File: src/rtl/psi_sorted_scan_pkg.sv
// Shared definitions for the PSI sorted-array scanner: FSM encoding and index sizing.
package psi_sorted_scan_pkg;

    typedef logic [1:0] state_t;

    localparam logic [1:0] ST_IDLE  = 2'd0;
    localparam logic [1:0] ST_SCAN  = 2'd1;
    localparam logic [1:0] ST_FLUSH = 2'd2;

    // One spare bit so idx+2 past the last pair cannot wrap.
    function automatic int idx_width(input int k);
        return $clog2(k) + 1;
    endfunction

endpackage

File: src/rtl/psi_elem_select.sv
// Combinational read of the adjacent pair elem[idx], elem[idx+1] from the packed array.
module psi_elem_select
    import psi_sorted_scan_pkg::*;
#(
    parameter  int W    = 32,
    parameter  int K    = 16,
    localparam int IDXW = idx_width(K)
) (
    input  logic [W*K-1:0]  arr_i,
    input  logic [IDXW-1:0] idx_i,
    output logic [W-1:0]    elem_a_o,
    output logic [W-1:0]    elem_b_o
);

    logic [IDXW-1:0] idx_nxt;

    assign idx_nxt = (idx_i >= IDXW'(K - 1)) ? IDXW'(K - 1) : idx_i + IDXW'(1);

    always_comb begin
        elem_a_o = '0;
        elem_b_o = '0;
        for (int i = 0; i < K; i++) begin
            if (idx_i == IDXW'(i))   elem_a_o = arr_i[i*W +: W];
            if (idx_nxt == IDXW'(i)) elem_b_o = arr_i[i*W +: W];
        end
    end

endmodule

File: src/rtl/psi_sorted_scan.sv
// Scans a sorted array for equal adjacent pairs and streams each intersection value out.
//
// state    | meaning
// ST_IDLE  | in_ready high; waiting for an array
// ST_SCAN  | evaluating one adjacent pair per step, emitting matches
// ST_FLUSH | waiting for the last match to drain, then pulse done
module psi_sorted_scan
    import psi_sorted_scan_pkg::*;
#(
    parameter  int W    = 32,
    parameter  int K    = 16,
    localparam int IDXW = idx_width(K)
) (
    input  logic             clk_i,
    input  logic             rst_i,
    input  logic             in_valid_i,
    output logic             in_ready_o,
    input  logic [W*K-1:0]   in_array_i,
    output logic             out_valid_o,
    input  logic             out_ready_i,
    output logic [W-1:0]     out_data_o,
    output logic [IDXW-1:0]  match_cnt_o,
    output logic             done_o
);

    state_t          state_q, state_d;
    logic [W*K-1:0]  arr_q, arr_d;
    logic [IDXW-1:0] idx_q, idx_d;
    logic [IDXW-1:0] cnt_q, cnt_d;
    logic            out_valid_q, out_valid_d;
    logic [W-1:0]    out_data_q, out_data_d;
    logic            done_q, done_d;

    logic [W-1:0]    elem_a, elem_b;
    logic [IDXW-1:0] idx_step;
    logic            step;

    psi_elem_select #(.W(W), .K(K)) u_sel (
        .arr_i    (arr_q),
        .idx_i    (idx_q),
        .elem_a_o (elem_a),
        .elem_b_o (elem_b)
    );

    assign step = !out_valid_q || out_ready_i;

    always_comb begin
        state_d     = state_q;
        arr_d       = arr_q;
        idx_d       = idx_q;
        cnt_d       = cnt_q;
        out_valid_d = out_valid_q;
        out_data_d  = out_data_q;
        done_d      = 1'b0;
        idx_step    = idx_q;
        case (state_q)
            ST_IDLE: begin
                if (in_valid_i) begin
                    arr_d   = in_array_i;
                    idx_d   = '0;
                    cnt_d   = '0;
                    state_d = ST_SCAN;
                end
            end
            ST_SCAN: begin
                if (step) begin
                    if (elem_a == elem_b) begin
                        out_data_d  = elem_a;
                        out_valid_d = 1'b1;
                        cnt_d       = cnt_q + IDXW'(1);
                        idx_step    = idx_q + IDXW'(2);
                    end else begin
                        out_valid_d = 1'b0;
                        idx_step    = idx_q + IDXW'(1);
                    end
                    idx_d = idx_step;
                    // No pair left once the new idx has no successor element.
                    if (idx_step >= IDXW'(K - 1)) state_d = ST_FLUSH;
                end
            end
            ST_FLUSH: begin
                if (step) begin
                    out_valid_d = 1'b0;
                    done_d      = 1'b1;
                    state_d     = ST_IDLE;
                end
            end
            default: state_d = ST_IDLE;
        endcase
    end

    always_ff @(posedge clk_i or posedge rst_i) begin
        if (rst_i) begin
            state_q     <= ST_IDLE;
            arr_q       <= '0;
            idx_q       <= '0;
            cnt_q       <= '0;
            out_valid_q <= 1'b0;
            out_data_q  <= '0;
            done_q      <= 1'b0;
        end else begin
            state_q     <= state_d;
            arr_q       <= arr_d;
            idx_q       <= idx_d;
            cnt_q       <= cnt_d;
            out_valid_q <= out_valid_d;
            out_data_q  <= out_data_d;
            done_q      <= done_d;
        end
    end

    assign in_ready_o  = (state_q == ST_IDLE);
    assign out_valid_o = out_valid_q;
    assign out_data_o  = out_data_q;
    assign match_cnt_o = cnt_q;
    assign done_o      = done_q;

endmodule
File: config.mk
export PLATFORM = sky130hd
export DESIGN_NAME = psi_sorted_scan
export DESIGN_NICKNAME = d
export VERILOG_FILES = /design/src/rtl/psi_sorted_scan_pkg.sv /design/src/rtl/psi_elem_select.sv /design/src/rtl/psi_sorted_scan.sv
export SDC_FILE = /design/constraint.sdc
export NUM_CORES = 2
export LEC_CHECK = 0
export ABC_AREA = 1
export ABC_CLOCK_PERIOD_IN_PS = 20700
export BUFFER_PORTS_ARGS = -buffer_cell sky130_fd_sc_hd__buf_2
export CORE_MARGIN = 8
export CORE_UTILIZATION = 59
export CTS_BUF_LIST = sky130_fd_sc_hd__clkbuf_4
export DETAILED_ROUTE_END_ITERATION = 7
export PLACE_DENSITY_LB_ADDON = 0.2
export RECOVER_POWER = 100
export SLEW_MARGIN = 10
export SYNTH_ARGS = -nofsm -noshare
export SYNTH_HDL_FRONTEND = slang
export SYNTH_HIERARCHICAL = 1
export SYNTH_SLANG_ARGS = --single-unit
File: constraint.sdc
create_clock -name clk_i -period 20.7 [get_ports clk_i]
set_input_delay 2.07 -clock clk_i [delete_from_list [all_inputs] [get_ports clk_i]]
set_output_delay 2.07 -clock clk_i [all_outputs]
set_load 0.03 [all_outputs]
After elaboration in Yosys (flattened, before gate mapping)

Index checks and enable logic that the tools add are counted.

Register bits after elaboration: 558
Output and inout port bits: 40

Muxes and demuxes: 53
Reduce and logical (&&, ||, !) cells: 13
$lt $le $gt $ge: 2
Equality and inequality tests: 38
$add $sub $neg: 3

Operators by type and width:

| operator                                                                             | number |
|---|---|
| 32-bit 2-to-1 mux                                                                    | 32 |
| 5-bit by 4-bit == test with 1-bit output (second input constant)                     | 16 |
| 5-bit by 3-bit == test with 1-bit output (second input constant)                     | 8 |
| 5-bit 2-to-1 mux                                                                     | 8 |
| 32-bit == test                                                                       | 1 |
| 5-bit by 2-bit == test with 1-bit output (second input constant)                     | 4 |
| 5-bit case mux with 2 select lines                                                   | 2 |
| 5-bit by 1-bit adder with 5-bit output (second input constant)                       | 2 |
| 5-bit by 1-bit == test with 1-bit output (second input constant)                     | 2 |
| 5-bit by 4-bit greater-or-equal comparator with 1-bit output (second input constant) | 2 |
| 5-bit logical NOT                                                                    | 2 |
| 2-bit != test (second input constant)                                                | 5 |
| 3-bit AND reduction                                                                  | 3 |
| 2-bit 2-to-1 mux                                                                     | 4 |
| 4-bit AND reduction                                                                  | 2 |
| 2-bit case mux with 3 select lines                                                   | 1 |
| 5-bit by 2-bit adder with 5-bit output (second input constant)                       | 1 |
| 1-bit 2-to-1 mux                                                                     | 5 |
| 2-bit nonzero test                                                                   | 2 |
| 2-bit by 1-bit == test with 1-bit output (second input constant)                     | 1 |
| 2-bit == test (second input constant)                                                | 1 |
| 2-bit logical NOT                                                                    | 1 |
| 1-bit case mux with 2 select lines                                                   | 1 |
| 2-bit AND reduction                                                                  | 1 |
| 2 further kinds                                                                      | 2 |

Logic depth before layout (Yosys ltp)

Word-level depth: 27
Gate-level depth with buffers: 37
Depth with buffers taken out: 36

Modules after synthesis

Netlist, hierarchy kept.

By module, submodules not included:

| module          | cells each | instances | area an instance (µm²) | sequential area each (µm²) |
|---|---|---|---|---|
| psi_sorted_scan | 2,475      | 1         | 21,765.9               | 13,963.4 |
| psi_elem_select | 2,402      | 1         | 10,207.3               | 0.0 |

Worst setup path before layout

No wires, ideal clock.

Path kind: register to register
From: reg idx_q[0]
To: reg out_data_q[10], in the netlist out_data_o[10]
Path buffers: 2
Period minus slack after synthesis: 3.880 ns
Arrival: 3.755 ns
Required time: 20.575 ns
Cell stages (with the launch flop): 30
Setup slack: 16.820 ns
Cell sequence: dfrtp_1 > ha_1 > inv_1 > nor2_1 > ha_1 > nor2_2 > o21ai_2 > inv_2 > nand2_2 > nand4_2 > inv_2 > nand2_2 > clkbuf_1 > nor2_1 > nor2_1 > nand2_1 > nor2_1 > nand4_1 > nor2_1 > nand4_1 > xnor2_1 > nand2_1 > nor2_1 > nand2_1 > nor2_2 > nand2_4 > inv_2 > nand2_4 > buf_6 > mux2_4

Cells in the longest elaborated chain, start to end: 21
Elaborated cells between the ends (all ways): 69
Classes of those cells: add/sub (1); order compare (1); eq/ne (31); mux (33); reduce/logical (3)

RTL lines:

| element                                                                                                                | RTL line               | RTL |
|---|---|---|
| start, declared                                                                                                        | psi_sorted_scan.sv:28  | `logic [IDXW-1:0] idx_q, idx_d;` |
| start signal, assigned                                                                                                 | psi_sorted_scan.sv:104 | `idx_q <= idx_d;` |
| 5-bit by 1-bit adder with 5-bit output or 5-bit by 4-bit greater-or-equal comparator with 1-bit output (tied branches) | psi_elem_select.sv:17  | `assign idx_nxt = (idx_i >= IDXW'(K - 1)) ? IDXW'(K - 1) : idx_i + IDXW'(1);` |
| 5-bit 2-to-1 mux (*)                                                                                                   | psi_elem_select.sv:17  |  |
| 5-bit logical NOT                                                                                                      | psi_elem_select.sv:24  | `if (idx_nxt == IDXW'(i)) elem_b_o = arr_i[i*W +: W];` |
| 32-bit 2-to-1 mux (15 in a row)                                                                                        | psi_elem_select.sv:24  |  |
| 32-bit 2-to-1 mux (*)                                                                                                  | psi_elem_select.sv:24  |  |
| via elem_b[16]                                                                                                         | psi_sorted_scan.sv:34  | `logic [W-1:0] elem_a, elem_b;` |
| 32-bit == test (*)                                                                                                     | psi_sorted_scan.sv:67  | `if (elem_a == elem_b) begin` |
| 3-bit AND reduction (no line) (*)                                                                                      | -                      |  |
| end signal, assigned                                                                                                   | psi_sorted_scan.sv:107 | `out_data_q <= out_data_d;` |
| end, declared                                                                                                          | psi_sorted_scan.sv:31  | `logic [W-1:0] out_data_q, out_data_d;` |

Mark *: on every way through the listed nets, which the timed path passes. The rest lies on a longest branch.
A chain may end at the register's enable or synchronous reset.

Final worst setup path

From: in in_valid_i
To: reg arr_q[414]

Cells in the longest elaborated chain, start to end: 1

RTL lines:

| element                       | RTL line               | RTL |
|---|---|---|
| start, declared               | psi_sorted_scan.sv:16  | `input logic in_valid_i,` |
| 2-bit AND reduction (no line) | -                      |  |
| end signal, assigned          | psi_sorted_scan.sv:103 | `arr_q <= arr_d;` |
| end, declared                 | psi_sorted_scan.sv:27  | `logic [W*K-1:0] arr_q, arr_d;` |

No other way between the ends.

==> summary.txt <==
Yosys
  – Yosys top cell area share: 43.67%
  – Synthesized cell area: ~32,000 um^2
  – Yosys cell types: 44
  – Synth Register Bits: around 560
  – Top cell type by total area after synthesis: dfrtp_1
  – Synth Area in Simple Gates: roughly 43%
  – Synth Area in Compound Gates: 2.923%
  – Syn_nets: 5,401
  – Cells after Synth: 4,877
  – Mux share of post-synthesis cell area: 0.9392%
  – Async set-reset flop share out of synthesis: 100.0%
  – Largest family of logic cells by synthesized area: simple AND/OR/NAND/NOR gates
  – Most frequently used flop master after synthesis: dfrtp_1
  – Sequential-to-total area share from yosys stat: 43.67%
  – Mapped Avg Cell Area: 6.556 um^2
  – Synth Area in XOR/XNOR: less than 1%
  – Number of synthesized flops with an enable pin: 0
  – Synth warnings: 6
  – Post-Synth Adder-Cell Area: 0.3131%
  – Synth top area cells: dfrtp_1, nand2_1, nand3_1, inv_1, nor2_1

Layout
  – Fill cells: 4,924
  – Syn-to-layout area delta: 14.08%
  – Final Util: between 60% and 70%
  – Register area: 13,960 um^2
  – Nets: 5,893
  – Fin cells: 6,160
  – Final instance area: 36,480 um^2
  – Multi-input gate area: between 15,000 and 20,000 um^2
  – Layout cells sized above 1: 15.52%

Min path
  – HP Class: reg2reg
  – Hold wc startpoint: arr_q[425]

Setup path
  – Setup crit start: in_valid_i
  – Most used cell, CP: nand2_1
  – Worst R2R Start: state_q[0]
  – Crit path cell chain: buf_2 > nand2_1 > clkinvlp_2 > clkbuf_1 > nand2_1 > nand2_1
  – Critical path arrival: 11.37 ns
  – Crit path kind: in2reg
  – Critical path endpoint category: flip-flop
  – Slowest cell delay on critical path: 4.06 ns
  – Worst Path Max Fanout: roughly 140
  – Buf/Inv on CP: 3
  – Critical Path RT: 21.58 ns
  – CP Launch Type: input port
  – CP delay by family, top: buffers and inverters
  – Slowest CP cell: clkinvlp_2

Timing
  – Slew @ Worst Pin: 5.503 ns
  – Fin crit period: 10.49 ns
  – RSZ-0062 raised after global routing: no
  – Fin. Hold Viols: 0
  – FMAX: 95.36 MHz
  – Setup TNS: 0 ns
  – Slew Limit Fails: 860
  – Clk_skew: 0.05437 ns
  – Final setup viols: 0
  – Worst rel slew slack: -268.9%
  – Final period util: 50.66%

Routing
  – Wirelength per Cell: 21.53 um
  – DRC Markers: 0
  – Initial DRT Pass Iterations: 6
  – First DRT Iteration DRCs: 5,438
  – Vias per cell: 5.593
  – Detailed Route WL: around 130 mm
  – Via count: 34,450
  – Final ANT Viol Nets: 0

Clocking
  – Root Driver: clkbuf_4
  – CTS Hold Buffers Added: 0
  – Clk pin slew, worst setup/hold paths: around 0.070 ns
  – CTS tree: yes
  – Skew-Pair Late Insertion Delay: about 1.0 ns
  – Total CTS buffers: 147
  – # H-tree levels: 4
  – Postcts setup bufs: 0
  – Post-cts resize count: 0
  – Max clock buf depth: 3
  – CTS Sinks: 558

Placement
  – Port bufs: roughly 560
  – Placed cell areas: 34,890 um^2
  – Placed insts: 5,916
  – GPL Wtd Cong: 1.059
  – Post-DP HPWL: 99.44 mm

GRT
  – Largest net degree at the start of global routing: around 250
  – First-pass GRT wire length: 196.5 mm
  – Initial antenna violation count: 2
  – Number of global-route vias before repair: 31,750
  – Gr usage total: around two fifths
  – GRT overflow: 0

Floorplan
  – Num rows: 85
  – Core area: 53,710 um^2
  – Boundary Pins: roughly 560
  – Initial core utilization: 59.53%
  – Full die area: 61,900 um^2
  – Chip Height: 248.8 um
  – Chip Width: 248.8 um

Run status
  – Status: finished, violations left
  – Failing checks: max-capacitance violations, max-slew violations

Pwr
  – Cell Pwr Density: 189.9 nW/um^2
  – Lkg Pwr: ~20 nW
  – VDD IR-drop max: approximately 0.16 mV

Flow run
  – Max-cap violations: 10
cell type report:
class | count | share of cell area (%)
Multi-Input combinational cell | 3680 | 42.12
Sequential cell | 558 | 38.28
Timing Repair Buffer | 593 | 8.267
Clock buffer | 201 | 4.137
Inverter | 389 | 4.010
Tap cell | 696 | 2.387
Clock inverter | 38 | 0.7581
Antenna cell | 5 | 0.03430
metal layers:
layer / part of all wire [%] / global-route usage [%] / vias to the layer above
met5: 0 / 0 / -
met4: 5.0 / 20.32 / 0
met3: 14 / 13.31 / 316
met2: 41 / 56.31 / 2407
met1: 40 / 59.13 / 15810
li1: - / - / 15920
worst paths after layout:
kind	endpoint	slack, ns	cells after the start
min in group asynchronous	arr_q[212]	2.77	2
hold / removal	arr_q[425]	0.48	2
setup reg to reg	arr_q[414]	10.72	6
hold reg to reg	arr_q[425]	0.48	2
max in group asynchronous	arr_q[389]	10.81	4
setup / recovery	arr_q[414]	10.21	6
registers in the layout, indices dropped and copies added (netlist names):
| signal | cells |
|---|---|
| arr_q | 512 |
| done_o | 1 |
| idx_q | 5 |
| match_cnt_o | 5 |
| out_data_o | 32 |
| out_valid_o | 1 |
| state_q | 2 |
synth_stat cells, drive strengths merged, types with 21 or more instances:
master and n:
nor2 269, xnor2 24, nand3 306, dfrtp 558
or2 38, inv 387, buf 110, mux2 21
clkbuf 140, nand2 2722, o21ai 145, nand4 92
logic make-up after synthesis:
logic type / count (synthesis)
AND/OR/NAND/NOR: 3450
AO/OA/AOI/OAI: 173
buffers and inverters: 639
XOR/XNOR: 28
multiplexers: 21
flip-flops: 558
adder cells (fa/ha/maj): 8
tightest hold or removal path, stage by stage, from the launching register on:
cell and delay [ns]:
dfrtp_1 0.34, nand2_1 0.05, nand2_1 0.05
power by group:
part           switching (mW)  internal, mW
Clock                   0.481         0.497
Sequential              0.603          1.57
Combinational            2.74          1.04
Total                    3.82          3.11
cell usage in the layout (no fill, tap or decap), types with 5 or more instances in the layout:
master    netlist  routed
nand2_1      2712    2716
nand2_2         7       5
xnor2_1        24      24
clkinv_1        2      26
o21ai_1        12      12
nand3b_1        9       9
buf_4           4      30
ha_1            8       8
buf_2          89     515
o21ai_0       132     133
o211ai_1        8       8
a21oi_1         8       9
diode_2         0       5
inv_1         372     371
and3_1          5       5
nand3_1       305     305
clkbuf_4        0     201
mux2_1          0      17
nor2_2         11      11
nor2_1        255     254
inv_2          15      15
or2_2          35      35
clkbuf_1      140      46
nor3_2          4       5
nand4_1        91      91
dfrtp_1       558     558
through the flow:
| stage | worst slack, ns | power (mW) | hold slack, ns |
|---|---|---|---|
| 3_5_place_dp | 14.52 | 5.682 | 0.4650 |
| 3_3_place_gp | 14.64 | 5.647 | 0.4624 |
| 6_report | 10.21 | 6.928 | 0.4808 |
| 5_1_grt | 8.983 | 7.267 | 0.5033 |
| 2_1_floorplan | 3.026 | 4.145 | 0.4488 |
| 4_1_cts | 14.52 | 6.676 | 0.4816 |
(Power assumes the default switching activity.)
